`src/rtl/stream_pkg.sv`:
```
// stream_pkg
// Shared definitions for the burst source:
//   state_t    - controller states (IDLE, CHECK, WAIT_SPACE, SEND, FINISH)
//   free_space - free-slot calculation for the downstream FIFO, clamped at 0
package stream_pkg;

  typedef enum logic [2:0] {
    IDLE       = 3'd0,
    CHECK      = 3'd1,
    WAIT_SPACE = 3'd2,
    SEND       = 3'd3,
    FINISH     = 3'd4
  } state_t;

  // Free slots = depth-1-count. The FIFO reports occupancy that can exceed
  // depth-1 transiently, so the result is clamped to 0 instead of wrapping.
  function automatic logic [31:0] free_space(input logic [31:0] depth,
                                             input logic [31:0] count);
    logic [31:0] limit;
    limit = depth - 32'd1;
    if (count >= limit) begin
      free_space = 32'd0;
    end else begin
      free_space = limit - count;
    end
  endfunction

endpackage

```
`src/rtl/stream_burst_source.sv`:
```
// stream_burst_source
// Accepts a burst command (length, seed), checks it against the FIFO depth,
// waits until the downstream FIFO has room for the whole burst, then streams
// seed, seed+1, ... (mod 2^WIDTH) at up to one word per cycle.
// Ports:
//   ap_clk, ap_rst            - clock, synchronous active-high reset
//   cmd_valid/cmd_ready       - command handshake; cmd_len, cmd_seed payload
//   fifo_count                - downstream FIFO occupancy
//   out_V_V_TDATA/TVALID/TREADY - output stream
//   done / err                - one-cycle completion / rejection pulses
//   busy                      - high whenever not IDLE
module stream_burst_source
  import stream_pkg::*;
#(
  parameter int WIDTH   = 8,
  parameter int DEPTH   = 16384,
  parameter int COUNT_W = 14,
  parameter int LEN_W   = 14
) (
  input  logic               ap_clk,
  input  logic               ap_rst,
  input  logic               cmd_valid,
  output logic               cmd_ready,
  input  logic [LEN_W-1:0]   cmd_len,
  input  logic [WIDTH-1:0]   cmd_seed,
  input  logic [COUNT_W-1:0] fifo_count,
  output logic [WIDTH-1:0]   out_V_V_TDATA,
  output logic               out_V_V_TVALID,
  input  logic               out_V_V_TREADY,
  output logic               done,
  output logic               err,
  output logic               busy
);

  localparam int FREE_W = COUNT_W + 1;
  localparam logic [LEN_W-1:0] LEN_ZERO = {LEN_W{1'b0}};
  localparam logic [LEN_W-1:0] LEN_ONE  = {{(LEN_W-1){1'b0}}, 1'b1};

  state_t             state_r;
  state_t             state_s;
  logic [LEN_W-1:0]   len_r;
  logic [WIDTH-1:0]   seed_r;
  logic [LEN_W-1:0]   idx_r;
  logic [LEN_W-1:0]   idx_s;
  logic [WIDTH-1:0]   tdata_r;
  logic [WIDTH-1:0]   tdata_s;
  logic               tvalid_r;
  logic               cmd_ready_r;
  logic               done_r;
  logic               done_s;
  logic               err_r;
  logic               err_s;
  logic               busy_r;
  logic               accept_s;
  logic               xfer_s;
  logic [FREE_W-1:0]  free_s;
  logic               space_ok_s;
  logic               too_long_s;

  assign free_s     = FREE_W'(free_space(32'(DEPTH), 32'(fifo_count)));
  assign space_ok_s = (32'(free_s) >= 32'(len_r));
  assign too_long_s = (32'(len_r) > (32'(DEPTH) - 32'd1));
  assign accept_s   = cmd_valid && cmd_ready_r;
  assign xfer_s     = tvalid_r && out_V_V_TREADY;

  // Next-state, word index and completion pulses.
  always_comb begin
    state_s = state_r;
    idx_s   = idx_r;
    done_s  = 1'b0;
    err_s   = 1'b0;
    case (state_r)
      IDLE: begin
        if (accept_s) begin
          state_s = CHECK;
          idx_s   = LEN_ZERO;
        end else begin
          state_s = IDLE;
        end
      end
      CHECK: begin
        // Empty bursts complete immediately; oversize ones could never fit.
        if (len_r == LEN_ZERO) begin
          state_s = FINISH;
          done_s  = 1'b1;
        end else if (too_long_s) begin
          state_s = FINISH;
          err_s   = 1'b1;
        end else begin
          state_s = WAIT_SPACE;
        end
      end
      WAIT_SPACE: begin
        if (space_ok_s) begin
          state_s = SEND;
        end else begin
          state_s = WAIT_SPACE;
        end
      end
      SEND: begin
        if (xfer_s) begin
          if (idx_r == (len_r - LEN_ONE)) begin
            state_s = FINISH;
            done_s  = 1'b1;
          end else begin
            idx_s = idx_r + LEN_ONE;
          end
        end else begin
          state_s = SEND;
        end
      end
      FINISH: begin
        state_s = IDLE;
      end
      default: begin
        state_s = IDLE;
      end
    endcase
    tdata_s = seed_r + WIDTH'(idx_s);
  end

  // State register, word index and latched command.
  always_ff @(posedge ap_clk) begin
    if (ap_rst) begin
      state_r <= IDLE;
      idx_r   <= LEN_ZERO;
      len_r   <= LEN_ZERO;
      seed_r  <= {WIDTH{1'b0}};
    end else begin
      state_r <= state_s;
      idx_r   <= idx_s;
      if (accept_s) begin
        len_r  <= cmd_len;
        seed_r <= cmd_seed;
      end else begin
        len_r  <= len_r;
        seed_r <= seed_r;
      end
    end
  end

  // Outputs are registered from the next state so they align with state_r.
  always_ff @(posedge ap_clk) begin
    if (ap_rst) begin
      cmd_ready_r <= 1'b0;
      busy_r      <= 1'b0;
      tvalid_r    <= 1'b0;
      tdata_r     <= {WIDTH{1'b0}};
      done_r      <= 1'b0;
      err_r       <= 1'b0;
    end else begin
      cmd_ready_r <= (state_s == IDLE);
      busy_r      <= (state_s != IDLE);
      tvalid_r    <= (state_s == SEND);
      done_r      <= done_s;
      err_r       <= err_s;
      // Only advance data on entry to SEND or after an accepted word, so it
      // stays stable while the sink stalls.
      if (state_s == SEND) begin
        tdata_r <= tdata_s;
      end else begin
        tdata_r <= tdata_r;
      end
    end
  end

  assign cmd_ready      = cmd_ready_r;
  assign busy           = busy_r;
  assign out_V_V_TVALID = tvalid_r;
  assign out_V_V_TDATA  = tdata_r;
  assign done           = done_r;
  assign err            = err_r;

endmodule

```
`config.mk`:
```
export PLATFORM = sky130hd
export DESIGN_NAME = stream_burst_source
export DESIGN_NICKNAME = d
export VERILOG_FILES = /design/src/rtl/stream_pkg.sv /design/src/rtl/stream_burst_source.sv
export SDC_FILE = /design/constraint.sdc
export NUM_CORES = 1
export LEC_CHECK = 0
export ABC_AREA = 1
export CAP_MARGIN = 20
export CORE_MARGIN = 3
export CORE_UTILIZATION = 35
export DETAILED_ROUTE_END_ITERATION = 8
export SLEW_MARGIN = 10
export SYNTH_ARGS = -nofsm -noshare
export SYNTH_HDL_FRONTEND = slang
export SYNTH_SLANG_ARGS = --single-unit
```
`constraint.sdc`:
```
create_clock -name ap_clk -period 3.4 [get_ports ap_clk]
set_input_delay 0.68 -clock ap_clk [delete_from_list [all_inputs] [get_ports ap_clk]]
set_output_delay 0.68 -clock ap_clk [all_outputs]
set_load 0.03 [all_outputs]
```
* Word-level counts from Yosys, hierarchy flattened *
Cells that the tools add are included.

word-level totals
  output and inout port bits = 13
  bits of input ports = 40
  logic and storage cells = 47
  register bits = 51

operators by class
  reductions and logical operators = 8
  $add $sub $neg = 4
  order comparisons = 2
  multiplexer cells = 15
  equality and inequality tests = 8

operator list
  kind                      count
  $mux W14                  3
  $pmux W14 S2              1
  $ge A15 B14 Y1            1
  $mux W15                  1
  $sub A14 B14 Y15 const A  1
  $add A14 B1 Y14 const B   1
  $eq A14 B14 Y1            1
  $ge A14 B14 Y1 const B    1
  $logic_not A14 Y1         1
  $sub A14 B1 Y14 const B   1
  $pmux W3 S4               1
  $eq A3 B2 Y1 const B      3
  $mux W3                   3
  $add A8 B8 Y8             1
  $logic_not A3 Y1          2
  $ne A2 B2 Y1 const B      3
  $mux W1                   5
  $reduce_and A4 Y1         1
  $eq A3 B1 Y1 const B      1
  $reduce_bool A3 Y1        1
  $logic_and A1 B1 Y1       2
  $pmux W1 S2               1
  $reduce_bool A2 Y1        1

* Logic depth before layout (Yosys ltp) *
Gate-level depths: netlist (run 1).

  word-level depth = 6
  gate-level depth with buffers = 29
  gate-level depth less buffers = 28

* Least setup slack after synthesis (run 1) *
No wires, ideal clock.

  path type = flip-flop to flip-flop
  start point = register len_r[0]
  end point = register tdata_r[6] (netlist: out_V_V_TDATA[6])
  library setup time = 120 ps
  clock period less this slack = 3,184 ps
  arrival time = 3,065 ps
  data required time = 3,280 ps
  setup slack = 216 ps
  buffers on the path = 1
  stages on the path, launching flop included = 25
  path through = dfxtp_1 inv_1 ha_1 nand2_1 inv_1 nor2_1 nand2_1 nor2_1 nand2_1 nor2_1 nand2_1 nor2_1 nand3_2 buf_6 nand3_1 nand2_1 o21ai_1 inv_1 ha_1 fa_1 a31oi_1 o21ai_0 a21oi_1 xor2_1 a21oi_1

between the ends
  longest elaborated chain between the ends = 6
  elaborated cells on any way between the ends = 14
  classes of those cells = 2 x add/sub; 1 x order compare; 2 x eq/ne; 8 x mux; 1 x reduce/logical

ends and longest elaborated chain
  item                    line                        RTL
  start, declared         stream_burst_source.sv:41   logic [LEN_W-1:0] len_r;
  start signal, assigned  stream_burst_source.sv:133  len_r <= cmd_len;
  start signal, assigned  stream_burst_source.sv:136  len_r <= len_r;
  $sub A14 B1 Y14         stream_burst_source.sv:102  if (idx_r == (len_r - LEN_ONE)) begin
  $eq A14 B14 Y1          stream_burst_source.sv:102
  $mux W14                stream_burst_source.sv:102
  $mux W14                stream_burst_source.sv:101  if (xfer_s) begin
  $pmux W14 S2            stream_burst_source.sv:72   case (state_r)
  via idx_s[0]            stream_burst_source.sv:44   logic [LEN_W-1:0] idx_s;
  $add A8 B8 Y8           stream_burst_source.sv:119  tdata_s = seed_r + WIDTH'(idx_s);
  end signal, assigned    stream_burst_source.sv:148  tdata_r <= {WIDTH{1'b0}};
  end signal, assigned    stream_burst_source.sv:160  tdata_r <= tdata_s;
  end signal, assigned    stream_burst_source.sv:162  tdata_r <= tdata_r;
  end, declared           stream_burst_source.sv:45   logic [WIDTH-1:0] tdata_r;

The timed path passes the listed nets, and every way through them passes these cells. The select of a mux whose other input is x is not followed.
A chain may end at the register's enable or synchronous reset.

* Worst setup path in the final report (run 1) *
  start point = register len_r[1]
  end point = register tdata_r[6] (netlist: out_V_V_TDATA[6])

The elaborated chain is that of the path after synthesis.

==> results of run 1 <==
-- sequential cells by signal, indices dropped and copies added, names as in the netlist --
name	cells
idx_r	14
len_r	14
out_V_V_TDATA	8
seed_r	8
state_r	3
busy	1
cmd_ready	1
done	1
out_V_V_TVALID	1
-- per-stage QoR --
step	setup slack [ps]	instances	TNS, ps	hold slack [ps]	total power [mW]
detailed placement	-101	755	-158	487	2.27
CTS	9.91	765	0	506	2.80
finish	192	776	0	507	2.93
floorplan	216	554	0	447	1.80
global route	-162	776	-188	542	3.17
global placement	11.9	755	0	481	2.26
-- critical path, stage by stage (launching register included) --
cell and delay [ps]:
dfxtp_2 340, buf_4 130, nor2_4 110, nand2_4 100, inv_2 80, nand2_2 80
nor2_2 120, nand2_1 70, nand3_1 100, nor2_2 50, nand3_4 170, nand2_8 90
buf_12 150, nand2_4 60, nand2_4 50, o21ai_4 150, inv_2 60, ha_4 160
fa_2 380, a31oi_4 190, o21ai_2 90, a21oi_2 140, xor2_1 140, a21oi_1 80
-- placed cells by master, fill, tap and decap left out, types with 3 or more instances in the layout --
cell	instances
o21ai_2	3
nor2_2	11
clkbuf_8	5
nand2_2	17
nand3_1	36
o21ai_0	35
nand2_1	101
ha_4	7
nand4_1	8
nand2_4	4
o21ai_1	8
nor2_4	6
a21oi_1	45
nand3_2	4
dfxtp_1	48
xnor2_1	7
nor4_1	4
dfxtp_2	3
nor3_1	9
buf_4	43
clkdlybuf4s50_1	51
inv_1	74
a21oi_2	4
nor2_1	45
xor2_1	10
nand3_4	3
inv_2	13
ha_1	16
-- routing by layer --
layer	GRT usage	routed length [um]	vias to the layer above
met2	0.282	4710	86
met4	0.0739	349	0
met5	0	0	-
met1	0.229	4530	1752
met3	0.0258	428	19
li1	-	-	1969
-- power breakdown --
| group | switching (mW) | internal, mW |
|---|---|---|
| Clock | 0.211 | 0.294 |
| Combinational | 0.961 | 0.649 |
| Sequential | 0.0990 | 0.715 |
| Total | 1.27 | 1.66 |
-- timing repair --
| action | 4_1_cts | 5_1_grt |
|---|---|---|
| setup buffers | 2 | 11 |
| resized for setup | 3 | 73 |
| endpoints found under the hold margin | 0 | 0 |
| setup endpoints to repair | 3 | 6 |
| pin swaps | 2 | 33 |
-- cells by family after synthesis --
family,Yosys count,synth area share
AO/OA/AOI/OAI,102,0.148
XOR/XNOR,17,0.0414
adder cells (fa/ha/maj),24,0.0856
buffers and inverters,102,0.113
flip-flops,51,0.284
other,1,0.00104
AND/OR/NAND/NOR,257,0.327
-- area by class of cell --
cell class,count,area share
multi-input cells,401,0.495
flip-flops and latches,51,0.206
repair buffers,96,0.173
inverters,87,0.0655
well taps,133,0.0334
clock buffers,5,0.0138
clock inverters,3,0.0136
-- final timing paths --
| path | endpoint | depth (start not counted) | slack, ps |
|---|---|---|---|
| setup / recovery | out_V_V_TDATA[6] | 23 | 190 |
| hold / removal | idx_r[12] | 2 | 510 |
| setup reg to reg | out_V_V_TDATA[6] | 23 | 190 |
| hold reg to reg | idx_r[12] | 2 | 510 |
==> out/qor.txt, run 1 <==
status -> complete, no violations
pin count of the biggest net entering global routing -> 39
first-pass GRT wire length -> 16300 um
clk slew on worst S/H paths -> 100 ps
max-cap viol count -> 0
worst skew pair latency -> 310 ps
critical path peak fanout -> 7
Setup Skew -> 6.98 ps
initial antenna violation count -> 0
final worst path period share -> 0.944
DIE HEIGHT -> 107 um
syn avg cell area -> 6.49 sq um
Via density -> 4.93
Area contributors post-synth -> dfxtp_1, nand2_1, inv_1, ha_1, a21oi_1
count leader, synth -> nand2_1
final non-filler cell area -> 4990 sq um
crit end category -> register
Antenna Nets Post-Route -> 0
fin util -> 0.505
Slew headroom -> 0.575
GP Congestion -> 0.959
Global Route Usage Sum -> 0.173
final net count -> 706
Post-synth EDFFs -> 0
ys async rst share -> 0
CTS Hold Buffers Added -> 0
final hold vios -> 0
number of global-route vias before repair -> 3572
Critical Path RT -> 3590 ps
Worst-Margin Slew -> 632 ps
buffer levels on the longest clock path -> 2
layout cell share with drive strength beyond 1 -> 0.215
Leak -> 2.22 nW
CTS tree -> done
port buffer count -> 51
Final HPWL DP -> 7950 um
Crit Path Class -> register to register
Synth area leader -> dfxtp_1
I/O Pins -> 53
H-tree lvl count -> 2
Core Region -> 9860 sq um
Yosys top cell area share -> 0.284
Post-Syn Nets -> 618
reg2reg start -> len_r[1]
Root Buffer -> clkbuf_8
n_diodes -> 0
routed wire length -> 10000 um
initial drt markers -> 281
final setup fails -> 0
CP startpoint -> len_r[1]
distinct cell type count after synthesis -> 38
Num CTS Buffers -> 5
Detailed Routing Iterations Pass 1 -> 4
Post-Synthesis Cell Area -> 3600 sq um
Synth Instances -> 554
Starting Density -> 0.365
DP Area -> 4440 sq um
critical path arrival -> 3400 ps
Pwr per Cell Area -> 587 nW/um^2
Synth Flop Type -> dfxtp_1
# fillers -> 960
sequential area share after synthesis -> 0.284
YS warnings -> 0
hold path start -> idx_r[12]
commonest cells in the synthesized netlist -> nand2_1, inv_1, nor2_1, dfxtp_1, a21oi_1
Layout area overhead -> 38.7%
Peak VDD IR -> 251 uV
RSZ-0062 raised after global routing -> yes
full die area -> 11500 sq um
maximum clock rate -> 312 MHz
Sink Count -> 51
count of pins over their slew limit -> 0
Site Rows -> 36
DRC -> 0
width of the die -> 107 um
multi-input logic area -> 2470 sq um
min Tclk post-route -> 3210 ps
WL/cell -> 12.9 um
register area -> 1020 sq um
DR vias -> 3826
Worst setup SP type -> register
flops & latches, synth -> 51
Congestion Overflow GR -> 0
Worst Hold Class -> register to register
Note: power is estimated with default switching activity, not from simulation.
==> run 2: changes to the inputs <==
--- a/config.mk
+++ b/config.mk
@@ -5,11 +5,12 @@
 export SDC_FILE = /design/constraint.sdc
 export NUM_CORES = 1
 export LEC_CHECK = 0
-export ABC_AREA = 1
+export ABC_AREA = 0
 export CAP_MARGIN = 20
 export CORE_MARGIN = 3
 export CORE_UTILIZATION = 35
 export DETAILED_ROUTE_END_ITERATION = 8
+export DONT_BUFFER_PORTS = 1
 export SLEW_MARGIN = 10
 export SYNTH_ARGS = -nofsm -noshare
 export SYNTH_HDL_FRONTEND = slang
==> out/qor.txt, run 2 <==
flop2flop setup slack -> -1030 ps
Synth Flop Type -> dfxtp_1
Synth Instances -> 439
layout cell share with drive strength beyond 1 -> 0.261
Leak -> 1.93 nW
Worst-Margin Slew -> 795 ps
DIE HEIGHT -> 105 um
GP Congestion -> 0.903
buffer levels on the longest clock path -> 2
Worst setup SP type -> register
full die area -> 11100 sq um
setup TNS -> -3000 ps
Critical Path RT -> 3600 ps
final net count -> 580
Reg power frac -> 0.424
I/O Pins -> 53
status -> finished, violations left
failing checks -> negative setup slack
critical path peak fanout -> 5
initial drt markers -> 170
clk slew on worst S/H paths -> 100 ps
NetSw -> 0.505 mW
crit path to -> out_V_V_TDATA[7]
Root Buffer -> clkbuf_8
routed wire length -> 10400 um
Worst Hold Class -> primary input to register
first-pass GRT wire length -> 17100 um
R2R cell count -> 20
Post-Syn Nets -> 503
final worst path period share -> 1.30
count of pins over their slew limit -> 0
H-tree lvl count -> 2
Peak VDD IR -> 193 uV
Slew headroom -> 0.469
flops & latches, synth -> 51
width of the die -> 105 um
Pint -> 1.08 mW
largest registers -> idx_r (14), len_r (14)
most frequent cells in the layout -> buf_4, nand2_1, dfxtp_1, a21oi_1, inv_1
Yosys top cell area share -> 0.295
Sink Count -> 51
critical path arrival -> 4630 ps
Core Region -> 9420 sq um
Clk network pwr share -> 0.276
Layout area overhead -> 28.7%
worst skew pair latency -> 310 ps
Starting Density -> 0.367
commonest cells in the synthesized netlist -> nand2_1, dfxtp_1, a21oi_1, inv_1, ha_1
final worst slack -> -1030 ps
Via density -> 5.23
count leader, synth -> nand2_1
Detailed Routing Iterations Pass 1 -> 4
final non-filler cell area -> 4450 sq um
Site Rows -> 35
reg2reg start -> len_r[1]
distinct cell type count after synthesis -> 65
combinational share of power -> 0.300
Global Route Usage Sum -> 0.189
n_diodes -> 0
YS warnings -> 0
WL/cell -> 16.1 um
Congestion Overflow GR -> 0
RR Endpoint -> out_V_V_TDATA[7]
min Tclk post-route -> 4430 ps
CTS tree -> done
DR vias -> 3381
CP startpoint -> len_r[1]
DP Area -> 4230 sq um
Area contributors post-synth -> dfxtp_1, ha_1, nand2_1, a21oi_1, xnor2_1
commonest non-fill, non-tap cell in the layout -> buf_4
DRC -> 0
final hold vios -> 0
Synth area leader -> dfxtp_1
syn avg cell area -> 7.87 sq um
Sw Ratio -> 0.318
Antenna Nets Post-Route -> 0
number of global-route vias before repair -> 3425
ys async rst share -> 0
port buffer count -> 0
initial antenna violation count -> 0
Post-Synthesis Cell Area -> 3460 sq um
Num CTS Buffers -> 5
max-cap viol count -> 0
maximum clock rate -> 226 MHz
pin count of the biggest net entering global routing -> 43
crit end category -> register
Setup Skew -> 8.33 ps
Pwr per Cell Area -> 357 nW/um^2
Final HPWL DP -> 8330 um
final setup fails -> 7
sequential area share after synthesis -> 0.295
Post-synth EDFFs -> 0
RSZ-0062 raised after global routing -> yes
Crit Path Class -> register to register
run 2: worst min path at each step:
stage                     startpoint  cells after the start                to  slack [ps]
after floorplan            seed_r[2]                      2         seed_r[2]         440
after global placement     seed_r[2]                      2         seed_r[2]         460
after detailed placement   seed_r[2]                      2         seed_r[2]         460
after CTS                     ap_rst                      1          len_r[0]         420
after global routing          ap_rst                      1          len_r[0]         420
final                         ap_rst                      1  out_V_V_TDATA[6]         430
run 2: layout make-up:
cell class	instances	area, sq um
clock inverters	2	38.8
clock buffers	6	72.6
inverters	34	128
fillers	917	4970
repair buffers	92	711
well taps	129	161
flip-flops and latches	51	1020
multi-input cells	332	2310
run 2: cells by family (layout without fill, tap and decap cells):
group / after synthesis / count (layout) / synth area share
simple gates: 159 / 159 / 0.238
fa+ha+maj: 24 / 24 / 0.0891
flops: 51 / 51 / 0.295
mux: 3 / 3 / 0.00941
xor+xnor: 24 / 24 / 0.0608
buf+inv: 56 / 134 / 0.0695
compound gates: 121 / 121 / 0.236
other cells: 1 / 1 / 0.00109
run 2: repair_timing:
action,in CTS,in global routing
endpoints found under the hold margin,0,0
resized for setup,10,5
gates cloned,0,0
endpoints found under the setup margin,7,7
hold buffers,0,0
buffers inserted,6,4
pin swaps,22,7
run 2: critical path: stages (launching register included):
cell and delay [ps]:
dfxtp_2 340, inv_2 50, ha_4 150, buf_4 140, buf_12 120, xnor2_1 130, a221oi_2 350, o32ai_2 170
a2111oi_4 380, a31oi_4 190, and2_4 190, a22o_1 220, ha_1 280, a21o_1 170, a21oi_2 180, o21ai_2 110
o41ai_4 280, xor2_1 230, nor2_1 60, mux2_4 260, o32a_1 330
run 2: per-stage QoR:
| step | util | hold slack [ps] | worst slack [ps] | total power [mW] | std cells |
|---|---|---|---|---|---|
| finish | 0.473 | 427 | -1030 | 1.59 | 646 |
| global route | 0.473 | 420 | -1250 | 1.67 | 646 |
| CTS | 0.471 | 417 | -980 | 1.59 | 647 |
| detailed placement | 0.449 | 462 | -1100 | 1.15 | 633 |
| global placement | 0.449 | 463 | -976 | 1.14 | 633 |
| floorplan | - | 441 | -898 | 0.974 | 439 |
run 2: power by group through the flow:
stage | clock (mW) | sequential [mW] | combinational, mW
after floorplan | 0 | 0.685 | 0.289
after global routing | 0.465 | 0.678 | 0.527
after CTS | 0.448 | 0.673 | 0.473
final | 0.438 | 0.673 | 0.477
after detailed placement | 0 | 0.687 | 0.462
after global placement | 0 | 0.687 | 0.453
run 2: per-layer routing:
metal,GRT usage,part of all wire,wire length [um]
met3,0.0312,0.035,365
met5,0,0,0
met1,0.228,0.44,4570
met4,0.0534,0.026,265
met2,0.344,0.50,5190
==> run 3: changes to the inputs <==
==> constraint.sdc (replaced) <==
create_clock -name ap_clk -period 3.4 [get_ports ap_clk]
set_input_delay 0.34 -clock ap_clk [delete_from_list [all_inputs] [get_ports ap_clk]]
set_output_delay 0.34 -clock ap_clk [all_outputs]
set_load 0.03 [all_outputs]
==> out/qor.txt, run 3 (synthesized netlist as in run 2, its figures left out) <==
Starting Density -> 0.367
Global Route Usage Sum -> 0.189
port buffer count -> 0
Root Buffer -> clkbuf_8
max-cap viol count -> 0
final setup fails -> 7
Sink Count -> 51
Num CTS Buffers -> 5
Peak VDD IR -> 208 uV
final non-filler cell area -> 4440 sq um
clk slew on worst S/H paths -> 100 ps
CP Cell Sequence -> inv_2 -> ha_4 -> buf_4 -> buf_12 -> xnor2_1 -> a221oi_2 -> o32ai_2 -> a2111oi_4 -> a31oi_4 -> and2_4 -> a22o_1 -> ha_1 -> a21o_1 -> a21oi_2 -> o21ai_2 -> o41ai_4 -> xor2_1 -> nor2_1 -> mux2_4 -> o32a_1
n_diodes -> 0
Worst Hold Class -> primary input to register
Detailed Routing Iterations Pass 1 -> 4
worst skew pair latency -> 310 ps
number of global-route vias before repair -> 3443
Site Rows -> 35
Pwr per Cell Area -> 341 nW/um^2
Congestion Overflow GR -> 0
pre-CTS setup slack -> -1080 ps
Worst-Margin Slew -> 789 ps
multi-input logic area -> 2330 sq um
Core Region -> 9420 sq um
RSZ-0062 raised after global routing -> yes
routed wire length -> 10400 um
Final HPWL DP -> 8210 um
Setup Skew -> 10.5 ps
Crit Path Class -> register to register
layout cell share with drive strength beyond 1 -> 0.267
initial drt markers -> 183
reg2reg start -> len_r[1]
count of pins over their slew limit -> 0
critical path peak fanout -> 5
commonest non-fill, non-tap cell in the layout -> buf_4
largest registers -> idx_r (14), len_r (14)
min Tclk post-route -> 4380 ps
DP Area -> 4220 sq um
Layout area overhead -> 28.6%
DIE HEIGHT -> 105 um
register area -> 1020 sq um
final worst slack -> -980 ps
Slew headroom -> 0.473
DR vias -> 3417
CTS Hold Buffers Added -> 0
final worst path period share -> 1.29
most frequent cells in the layout -> buf_4, nand2_1, dfxtp_1, a21oi_1, inv_1
WP buf/inv -> 3
Worst setup SP type -> register
crit end category -> register
CTS tree -> done
WL/cell -> 16.2 um
initial antenna violation count -> 0
width of the die -> 105 um
pin count of the biggest net entering global routing -> 43
critical path arrival -> 4590 ps
DRC -> 0
buffer levels on the longest clock path -> 2
I/O Pins -> 53
Antenna Nets Post-Route -> 0
CP startpoint -> len_r[1]
maximum clock rate -> 228 MHz
Leak -> 1.92 nW
H-tree lvl count -> 2
failing checks -> negative setup slack
Top Family by Delay on Critical Path -> compound AO/OA/AOI/OAI gates
# fillers -> 933
hold path start -> ap_rst
full die area -> 11100 sq um
first-pass GRT wire length -> 17000 um
status -> finished, violations left
slowest CP cell -> a2111oi_4
final hold vios -> 0
Via density -> 5.29
GP Congestion -> 0.906
Critical Path RT -> 3610 ps
final net count -> 580
delay of the slowest cell on the worst path -> 370 ps
==> run 3: cell count changes in the layout (fill, tap and decap cells not counted), sizes merged <==
cell	delta
clkinvlp	+1
bufinv	-1
==> run 3: through the flow <==
stage	util	TNS [ps]	total power, mW	hold WS, ps	std cells
global route	0.472	-4420	1.60	60.6	646
CTS	0.470	-3150	1.52	74.7	647
floorplan	-	-1560	0.974	441	439
global placement	0.448	-2660	1.14	416	631
finish	0.472	-2850	1.52	83.7	646
detailed placement	0.448	-2990	1.14	417	631
==> run 3: report_power, final <==
group	total (mW)	leakage [nW]	internal, mW	switching, mW
clock network	0.368	0.0418	0.149	0.220
logic	0.474	1.46	0.231	0.244
registers	0.674	0.415	0.629	0.0449
==> run 3: area by class of cell <==
| class | instances | area share |
|---|---|---|
| multi-input combinational | 332 | 0.525 |
| tap | 129 | 0.0363 |
| clock buffer | 6 | 0.0163 |
| timing repair buffer | 92 | 0.160 |
| inverter | 34 | 0.0287 |
| clock inverter | 2 | 0.00366 |
| sequential | 51 | 0.230 |
==> run 3: final timing paths <==
path	endpoint	slack [ps]	depth (start not counted)
worst max-delay path	out_V_V_TDATA[7]	-980	20
worst min-delay path	out_V_V_TDATA[6]	80	1
worst max register to register	out_V_V_TDATA[7]	-980	20
worst min register to register	seed_r[2]	470	2
==> run 3: repair_timing <==
action | 4_1_cts | 5_1_grt
resized for setup | 12 | 7
setup buffers | 11 | 4
endpoints found under the setup margin | 7 | 7
hold endpoints to repair | 0 | 0
pin swaps | 21 | 15
==> run 3: worst register-to-register path, cell delays in order (launching register included) <==
cell	delay [ps]
dfxtp_2	350
inv_2	50
ha_4	150
buf_4	140
buf_12	120
xnor2_1	130
a221oi_2	320
o32ai_2	170
a2111oi_4	370
a31oi_4	180
and2_4	190
a22o_1	230
ha_1	270
a21o_1	160
a21oi_2	180
o21ai_2	100
o41ai_4	300
xor2_1	230
nor2_1	60
mux2_4	260
o32a_1	330
==> run 3: layer usage <==
metal / wire length (um) / GRT usage
met5: 0 / 0
met4: 474 / 0.0984
met3: 394 / 0.0374
met2: 5040 / 0.328
met1: 4530 / 0.219
